$ cat src/rtl/mmio_dma_master_if.sv
// mmio_dma_master_if
//   Peripheral bus bundle: write enable, byte address, write data,
//   and registered read data.
//   master modport : drives we/addr/wd and samples rd (the DMA engine).
//   slave  modport : samples we/addr/wd and drives rd (bus fabric / responder).
interface mmio_dma_master_if #(
    parameter int WIDTH = 32
);
    logic             we;
    logic [WIDTH-1:0] addr;
    logic [WIDTH-1:0] wd;
    logic [WIDTH-1:0] rd;

    modport master (output we, output addr, output wd, input rd);
    modport slave  (input we, input addr, input wd, output rd);
endinterface

$ cat src/rtl/mmio_dma_master.sv
// mmio_dma_master
//   Bus initiator that copies a block of words from src to dst, or fills
//   dst with a constant, without CPU involvement.
//   Ports:
//     clk, rst_n       clock / asynchronous active-low reset
//     start            one-cycle job request, only looked at in IDLE
//     mode_fill        0 = copy, 1 = fill with fill_val (no reads)
//     src_inc/dst_inc  advance pointer by one word per transfer
//     src_addr/dst_addr/fill_val/len   job descriptor, latched on start
//     abort            level-sensitive stop request
//     busy/done/err/aborted/words_done status
//     bus              peripheral bus (master modport)
module mmio_dma_master #(
    parameter int WIDTH = 32,
    parameter int LEN_W = 16
) (
    input  logic             clk,
    input  logic             rst_n,
    input  logic             start,
    input  logic             mode_fill,
    input  logic             src_inc,
    input  logic             dst_inc,
    input  logic [WIDTH-1:0] src_addr,
    input  logic [WIDTH-1:0] dst_addr,
    input  logic [WIDTH-1:0] fill_val,
    input  logic [LEN_W-1:0] len,
    input  logic             abort,
    output logic             busy,
    output logic             done,
    output logic             err,
    output logic             aborted,
    output logic [LEN_W-1:0] words_done,
    mmio_dma_master_if.master bus
);

    localparam logic [WIDTH-1:0] STEP = WIDTH'(WIDTH / 8);

    typedef enum logic [1:0] {
        S_IDLE  = 2'd0,
        S_READ  = 2'd1,
        S_WRITE = 2'd2,
        S_DONE  = 2'd3
    } state_t;

    state_t           r_state;
    state_t           w_next;

    logic [WIDTH-1:0] r_src_ptr;
    logic [WIDTH-1:0] r_dst_ptr;
    logic [WIDTH-1:0] r_fill_val;
    logic [LEN_W-1:0] r_remaining;
    logic [LEN_W-1:0] r_words_done;
    logic             r_mode_fill;
    logic             r_src_inc;
    logic             r_dst_inc;
    logic             r_err;
    logic             r_aborted;

    logic             w_misalign;
    logic             w_last;

    // Source alignment is irrelevant in fill mode since nothing is read.
    assign w_misalign = (|dst_addr[1:0]) | (~mode_fill & (|src_addr[1:0]));
    assign w_last     = (r_remaining == LEN_W'(1));

    // State register
    always_ff @(posedge clk or negedge rst_n) begin
        if (!rst_n) r_state <= S_IDLE;
        else        r_state <= w_next;
    end

    // Next-state logic
    always_comb begin
        w_next = r_state;
        unique case (r_state)
            S_IDLE: begin
                if (start) begin
                    if (w_misalign || (len == '0)) w_next = S_DONE;
                    else if (mode_fill)            w_next = S_WRITE;
                    else                           w_next = S_READ;
                end
            end
            S_READ:  w_next = abort ? S_DONE : S_WRITE;
            S_WRITE: begin
                if (w_last || abort)  w_next = S_DONE;
                else if (r_mode_fill) w_next = S_WRITE;
                else                  w_next = S_READ;
            end
            S_DONE:  w_next = S_IDLE;
            default: w_next = S_IDLE;
        endcase
    end

    // Outputs decode straight from the state flops so an async reset
    // drops the bus write enable without waiting for a clock edge.
    always_comb begin
        busy     = 1'b0;
        done     = 1'b0;
        bus.we   = 1'b0;
        bus.addr = '0;
        bus.wd   = '0;
        unique case (r_state)
            S_READ: begin
                busy     = 1'b1;
                bus.addr = r_src_ptr;
            end
            S_WRITE: begin
                busy     = 1'b1;
                bus.we   = 1'b1;
                bus.addr = r_dst_ptr;
                // Copy data is the read returned this cycle, forwarded unregistered.
                bus.wd   = r_mode_fill ? r_fill_val : bus.rd;
            end
            S_DONE:  done = 1'b1;
            default: ;
        endcase
    end

    // Job descriptor, pointers and status
    always_ff @(posedge clk or negedge rst_n) begin
        if (!rst_n) begin
            r_src_ptr    <= '0;
            r_dst_ptr    <= '0;
            r_fill_val   <= '0;
            r_remaining  <= '0;
            r_words_done <= '0;
            r_mode_fill  <= 1'b0;
            r_src_inc    <= 1'b0;
            r_dst_inc    <= 1'b0;
            r_err        <= 1'b0;
            r_aborted    <= 1'b0;
        end else begin
            unique case (r_state)
                S_IDLE: begin
                    if (start) begin
                        r_src_ptr    <= src_addr;
                        r_dst_ptr    <= dst_addr;
                        r_fill_val   <= fill_val;
                        r_remaining  <= len;
                        r_mode_fill  <= mode_fill;
                        r_src_inc    <= src_inc;
                        r_dst_inc    <= dst_inc;
                        r_words_done <= '0;
                        r_err        <= w_misalign;
                        r_aborted    <= 1'b0;
                    end
                end
                S_READ: begin
                    if (abort) r_aborted <= 1'b1;
                end
                S_WRITE: begin
                    r_words_done <= r_words_done + LEN_W'(1);
                    r_remaining  <= r_remaining - LEN_W'(1);
                    if (r_src_inc) r_src_ptr <= r_src_ptr + STEP;
                    if (r_dst_inc) r_dst_ptr <= r_dst_ptr + STEP;
                    if (abort)     r_aborted <= 1'b1;
                end
                default: ;
            endcase
        end
    end

    assign err        = r_err;
    assign aborted    = r_aborted;
    assign words_done = r_words_done;

endmodule

$ cat src/flat_wrapper.sv
// flat-port wrapper written by rule: the top's interface ports become plain ports
module mmio_dma_master_flat 
#(
    parameter int WIDTH = 32,
    parameter int LEN_W = 16
)
  (clk, rst_n, start, mode_fill, src_inc, dst_inc, src_addr, dst_addr, fill_val, len, abort, busy, done, err, aborted, words_done, bus_we, bus_addr, bus_wd, bus_rd);
  mmio_dma_master_if #(.WIDTH(WIDTH)) bus_i ();
  input  logic clk;
  input  logic rst_n;
  input  logic start;
  input  logic mode_fill;
  input  logic src_inc;
  input  logic dst_inc;
  input  logic [WIDTH-1:0] src_addr;
  input  logic [WIDTH-1:0] dst_addr;
  input  logic [WIDTH-1:0] fill_val;
  input  logic [LEN_W-1:0] len;
  input  logic abort;
  output logic busy;
  output logic done;
  output logic err;
  output logic aborted;
  output logic [LEN_W-1:0] words_done;
  output wire logic [$bits(bus_i.we)-1:0] bus_we;
  output wire logic [$bits(bus_i.addr)-1:0] bus_addr;
  output wire logic [$bits(bus_i.wd)-1:0] bus_wd;
  input wire logic [$bits(bus_i.rd)-1:0] bus_rd;
  assign bus_we = bus_i.we;
  assign bus_addr = bus_i.addr;
  assign bus_wd = bus_i.wd;
  assign bus_i.rd = bus_rd;
  mmio_dma_master #(.WIDTH(WIDTH), .LEN_W(LEN_W)) u_core (.clk(clk), .rst_n(rst_n), .start(start), .mode_fill(mode_fill), .src_inc(src_inc), .dst_inc(dst_inc), .src_addr(src_addr), .dst_addr(dst_addr), .fill_val(fill_val), .len(len), .abort(abort), .busy(busy), .done(done), .err(err), .aborted(aborted), .words_done(words_done), .bus(bus_i));
endmodule
$ cat config.mk
export PLATFORM = sky130hd
export DESIGN_NAME = mmio_dma_master_flat
export DESIGN_NICKNAME = d
export VERILOG_FILES = /design/src/rtl/mmio_dma_master_if.sv /design/src/rtl/mmio_dma_master.sv /design/src/flat_wrapper.sv
export SDC_FILE = /design/constraint.sdc
export NUM_CORES = 1
export LEC_CHECK = 0
export ABC_AREA = 1
export CORE_UTILIZATION = 50
export DETAILED_ROUTE_END_ITERATION = 10
export PLACE_DENSITY = 0.91
export SLEW_MARGIN = 25
export SYNTH_ARGS = -nofsm -noshare
export SYNTH_HDL_FRONTEND = slang
export SYNTH_SLANG_ARGS = --single-unit
$ cat constraint.sdc
create_clock -name clk -period 2.45 [get_ports clk]
set_input_delay 0.245 -clock clk [delete_from_list [all_inputs] [get_ports clk]]
set_output_delay 0.245 -clock clk [all_outputs]
set_load 0.05 [all_outputs]
After elaboration in Yosys (flattened, before gate mapping)
Index checks and enable logic that the tools add are counted.
{"block": "op_classes", "muxes": 26, "bitwise_logic": 3, "reduce_logical": 14, "n_addsub": 4, "n_eq_ne": 8}
{"cell": "32-bit 2-to-1 mux", "n": 6}
{"cell": "32-bit case mux with 2 select lines", "n": 3}
{"cell": "32-bit by 3-bit adder with 32-bit output, second input constant", "n": 2}
{"cell": "16-bit case mux with 2 select lines", "n": 2}
{"cell": "16-bit 2-to-1 mux", "n": 2}
{"cell": "16-bit by 1-bit adder with 16-bit output, second input constant", "n": 1}
{"cell": "16-bit by 1-bit equality test with 1-bit output, second input constant", "n": 1}
{"cell": "16-bit logical NOT", "n": 1}
{"cell": "16-bit by 1-bit subtractor with 16-bit output, second input constant", "n": 1}
{"cell": "2-bit 2-to-1 mux", "n": 5}
{"cell": "3-bit AND reduction", "n": 3}
{"cell": "2-bit case mux with 4 select lines", "n": 1}
{"cell": "1-bit 2-to-1 mux", "n": 6}
{"cell": "2-bit by 1-bit inequality test with 1-bit output, second input constant", "n": 3}
{"cell": "2-bit OR reduction", "n": 3}
{"cell": "2-bit equality test, second input constant", "n": 2}
{"cell": "2-bit AND reduction", "n": 2}
{"cell": "2-bit nonzero test", "n": 2}
{"cell": "2-bit by 1-bit equality test with 1-bit output, second input constant", "n": 1}
{"cell": "2-bit logical NOT", "n": 1}
{"cell": "1-bit logical OR", "n": 2}
{"cell": "2-bit inequality test, second input constant", "n": 1}
{"cell": "1-bit case mux with 2 select lines", "n": 1}
{"cell": "1-bit bitwise AND", "n": 1}
{"cell": "2 further kinds", "n": 2}
{"block": "word_totals", "wordCells": 66, "input_bits": 151, "output_inout_bits": 85, "regBits": 135}

Depth between registers and ports, before layout
{"block": "depth", "depth_word": 7, "depth_mapped": 12, "depth_no_buf": 11}

Worst setup path before layout
No wires, ideal clock.
{"block": "synth_timing", "path_type": "reg-to-output", "start": "reg u_core.r_state[0]", "end": "out bus_addr[0]", "stages_incl_launch_ff": 8, "slack_ps": -387, "required_ps": 2205, "path_buffers": 3, "arrival_ps": 2592, "cell_sequence": "dfrtp_1 inv_1 ha_1 buf_4 clkbuf_1 clkbuf_1 nand2_1 a21oi_1"}
{"block": "synth_between", "elab_chain_len": 2, "word_cells_on_any_way": 3, "classes_between": "eq/ne (2); mux (1)"}
{"item": "start, declared", "line": "mmio_dma_master.sv:45", "source": "state_t r_state;"}
{"item": "start signal, assigned", "line": "mmio_dma_master.sv:69", "source": "else r_state <= w_next;"}
{"item": "2-bit equality test / 2-bit by 1-bit equality test with 1-bit output (equally long branches)", "line": "mmio_dma_master.sv:102", "source": "unique case (r_state)"}
{"item": "32-bit case mux with 2 select lines (*)", "line": "mmio_dma_master.sv:102"}
{"item": "end, declared", "line": "flat_wrapper.sv:26", "source": "output wire logic [$bits(bus_i.addr)-1:0] bus_addr;"}
Mark *: on every way between the ends. The rest lies on a longest branch, timed or not.

Worst setup path in the final report
{"block": "layout_timing", "start": "reg u_core.r_state[0]", "end": "out bus_addr[24]"}
Same word-level chain as after synthesis.

==> impl_metrics.json <==
{
  "outcome": "complete, no violations",
  "portBuffers": 235,
  "die_w_microns": 136,
  "ys_types": 42,
  "worst_pin_slew_ns": 0.726,
  "required_ns": 2.20,
  "stdcell_area_sq_um": 12900,
  "drv_cap": 0,
  "clk_latency_ns": 0.43,
  "multi_input_area_sq_um": 5060,
  "async_flop_share": 1.00,
  "synth-adder-area-share": 0.0139,
  "hold_viol": 0,
  "cts_buffers": 17,
  "cts_root_buffer": "clkbuf_16",
  "synth_top_cell_by_area": "dfrtp_1",
  "track_usage": 0.331,
  "cp_max_fo": 58,
  "cp_top_family": "buffers and inverters",
  "ir_drop_v": 0.000847,
  "antenna_found_initial": 1,
  "synth_fp_nets": 1571,
  "post_cts_buffers": 0,
  "hpwl_microns": 21700,
  "ys_warn_count": 0,
  "regArea_sq_um": 3380,
  "setup_viol": 0,
  "grt_pass1_wl_microns": 48200,
  "vias": 10400,
  "synth.most_common_cell": "nand2_1",
  "path_cells": "inv_1, ha_4, clkbuf_8, nand2_1, a21oi_1, buf_4",
  "timing.hold.ws_ns": 0.343,
  "cpPeakStageDelay_ns": 0.41,
  "clk_pin_slew_ns": 0.06,
  "syn-instance-count": 1410,
  "place_worst_setup_slack_ns": 0.275,
  "start_util": 0.517,
  "first_iter_violations": 1131,
  "final_nets": 1786,
  "power.density_nw_per_um2": 1430,
  "fp.dieArea_sq_um": 18500,
  "grt_max_degree": 59,
  "p_leak_nw": 5.86,
  "hold_class": "in2async",
  "startpoint_type": "flip-flop",
  "drive_gt1_frac": 0.107,
  "gp_congestion": 0.951,
  "avgSynthCellArea_sq_um": 6.39,
  "routed_via_density": 5.60,
  "path_class": "reg2out",
  "synth_top_family_by_area": "simple AND/OR/NAND/NOR gates",
  "drtPass1Iterations": 6,
  "rows": 48,
  "drc_errors": 0,
  "dieHeight_microns": 136,
  "worstPathArrival_ns": 2.14,
  "synth-edff-count": 0,
  "endpoint_kind": "output port",
  "dpl_cell_area_sq_um": 12200,
  "synth_top_area_frac": 0.375,
  "area.growth.synth_to_final_pct": 42.8,
  "slew_viol_final": 0,
  "postLayoutSetupSlackWorst_ns": 0.0658,
  "ant_nets": 0,
  "netlist_area_sq_um": 9000,
  "drt_wl_total_microns": 30100,
  "synth.area.mux_share": 0,
  "cts_sinks": 135,
  "grt-ovfl-total": 0,
  "grt_pass1_vias": 9891,
  "clock_path_buffers": 2,
  "final_core_util": 0.738,
  "core_sq_um": 17400,
  "cts_tree": "done",
  "synth_common_cells": "nand2_1 (457), nor2_1 (228), dfrtp_1 (135)",
  "synthXorXnorAreaFrac": 0.00486,
  "ys_seq_area_frac": 0.375,
  "ys_top_cells_by_area": "dfrtp_1 (38%), nand2_1 (19%), nor2_1 (9.5%)",
  "yosys.area_share.simple": 0.385,
  "ys_seq_elements": 135,
  "crit_slowest_cell": "dfrtp_1",
  "clock_skew_ns": 0.00743,
  "fmaxAchievable_ghz": 0.419,
  "rsz0062_at_grt": "true",
  "fin_crit_sh": 0.973,
  "ctsHtreeMaxLevel": 4,
  "synth-compound-area-share": 0.142,
  "slew_headroom": 0.516,
  "ioPinCount": 236,
  "ys.flop_type": "dfrtp_1",
  "critPathBufInv": 3,
  "fillers": 1337,
  "final.min_clock_period_ns": 2.38,
  "wl_per_cell_microns": 16.1,
  "finalPower_mw": 18.4
}
[cell families (layout without fill, tap and decap cells)]
group,after synthesis,after routing
AOI/OAI and AO/OA,231,231
xor gates and xnor gates,5,5
adders and majority gates,10,10
buffers and inverters,181,408
DFF,135,135
other,0,1
and+or+nand+nor,848,848
[flip-flops by register name, summed over array words and instances, names as in the netlist]
register and count:
u_core.r_fill_val 32, u_core.err 1, u_core.r_mode_fill 1, u_core.r_remaining 16, u_core.aborted 1, u_core.r_src_ptr 32
u_core.r_dst_ptr 32, u_core.r_state 2, u_core.r_src_inc 1, u_core.r_dst_inc 1, u_core.words_done 16
[metrics by stage]
step                cells  setup TNS [ns]
floorplan            1410           -1.10
global placement     1830               0
detailed placement   1830               0
CTS                  1862               0
global route         1863         -0.0595
finish               1863               0
[routing by layer]
metal / track usage / vias up / wire, microns / share of wire
li1: - / 4998 / - / -
met1: 0.436 / 4795 / 12400 / 0.41
met2: 0.517 / 573 / 13800 / 0.46
met3: 0.0809 / 72 / 2910 / 0.097
met4: 0.143 / 0 / 939 / 0.031
met5: 0 / - / 0 / 0
[area by class of cell]
cell class / instances / area share
Multi-Input combinational cell: 1094 / 0.393
Sequential cell: 135 / 0.263
Timing Repair Buffer: 259 / 0.238
Inverter: 118 / 0.0344
Clock buffer: 18 / 0.0342
Tap cell: 225 / 0.0219
Clock inverter: 13 / 0.0152
Antenna cell: 1 / 0.000195
[power by group]
group / switching, mW / internal, mW / total, mW
sequential: 1.10 / 3.26 / 4.35
clock: 1.05 / 1.74 / 2.79
combinational: 7.19 / 4.02 / 11.2
[cell usage in the layout (no fill, tap or decap), types with 3 or more instances in the layout]
cell,n
nand2_1,457
nor2_1,203
clkdlybuf4s50_1,168
dfrtp_1,135
inv_1,115
o21ai_0,103
nand3_1,88
a21oi_1,60
buf_12,53
nand4_1,31
buf_4,31
nor2_2,28
nor3_1,23
clkbuf_16,17
a21oi_2,15
ha_1,9
o22ai_1,8
nand3b_1,6
a31oi_1,6
o211ai_1,6
xor2_1,5
o21bai_1,5
o21ai_1,4
nor4_1,4
a211oi_1,4
or2_2,4
a21boi_0,4
bufinv_16,4
a2bb2oi_1,3
a22oi_1,3
inv_6,3
clkinv_4,3
clkinvlp_4,3
buf_6,3
[worst reg2reg max path, delay by kind of cell (launching register included)]
kind,cells,cell delay (ns)
buffers and inverters,4,0.65
DFF,1,0.41
adders and majority gates,1,0.18
AOI/OAI and AO/OA,3,0.82
[final timing paths]
path / from / to / slack, ns / depth (start not counted)
worst max-delay path: u_core.r_state[0] / bus_addr[24] / 0.07 / 6
worst min-delay path: rst_n / u_core.r_fill_val[7] / 0.34 / 2
worst max register to register: u_core.r_state[0] / u_core.r_src_ptr[13] / 0.29 / 8
worst min register to register: u_core.r_fill_val[16] / u_core.r_fill_val[16] / 0.48 / 2
max in group asynchronous: rst_n / u_core.r_dst_ptr[17] / 1.44 / 3
min in group clk: fill_val[22] / u_core.r_fill_val[22] / 0.35 / 3
[repair_timing]
action	CTS	global route
hold endpoints to repair	35	0
resized for setup	2	8
setup endpoints to repair	24	36
hold buffers	1	0
(Power assumes the default switching activity.)
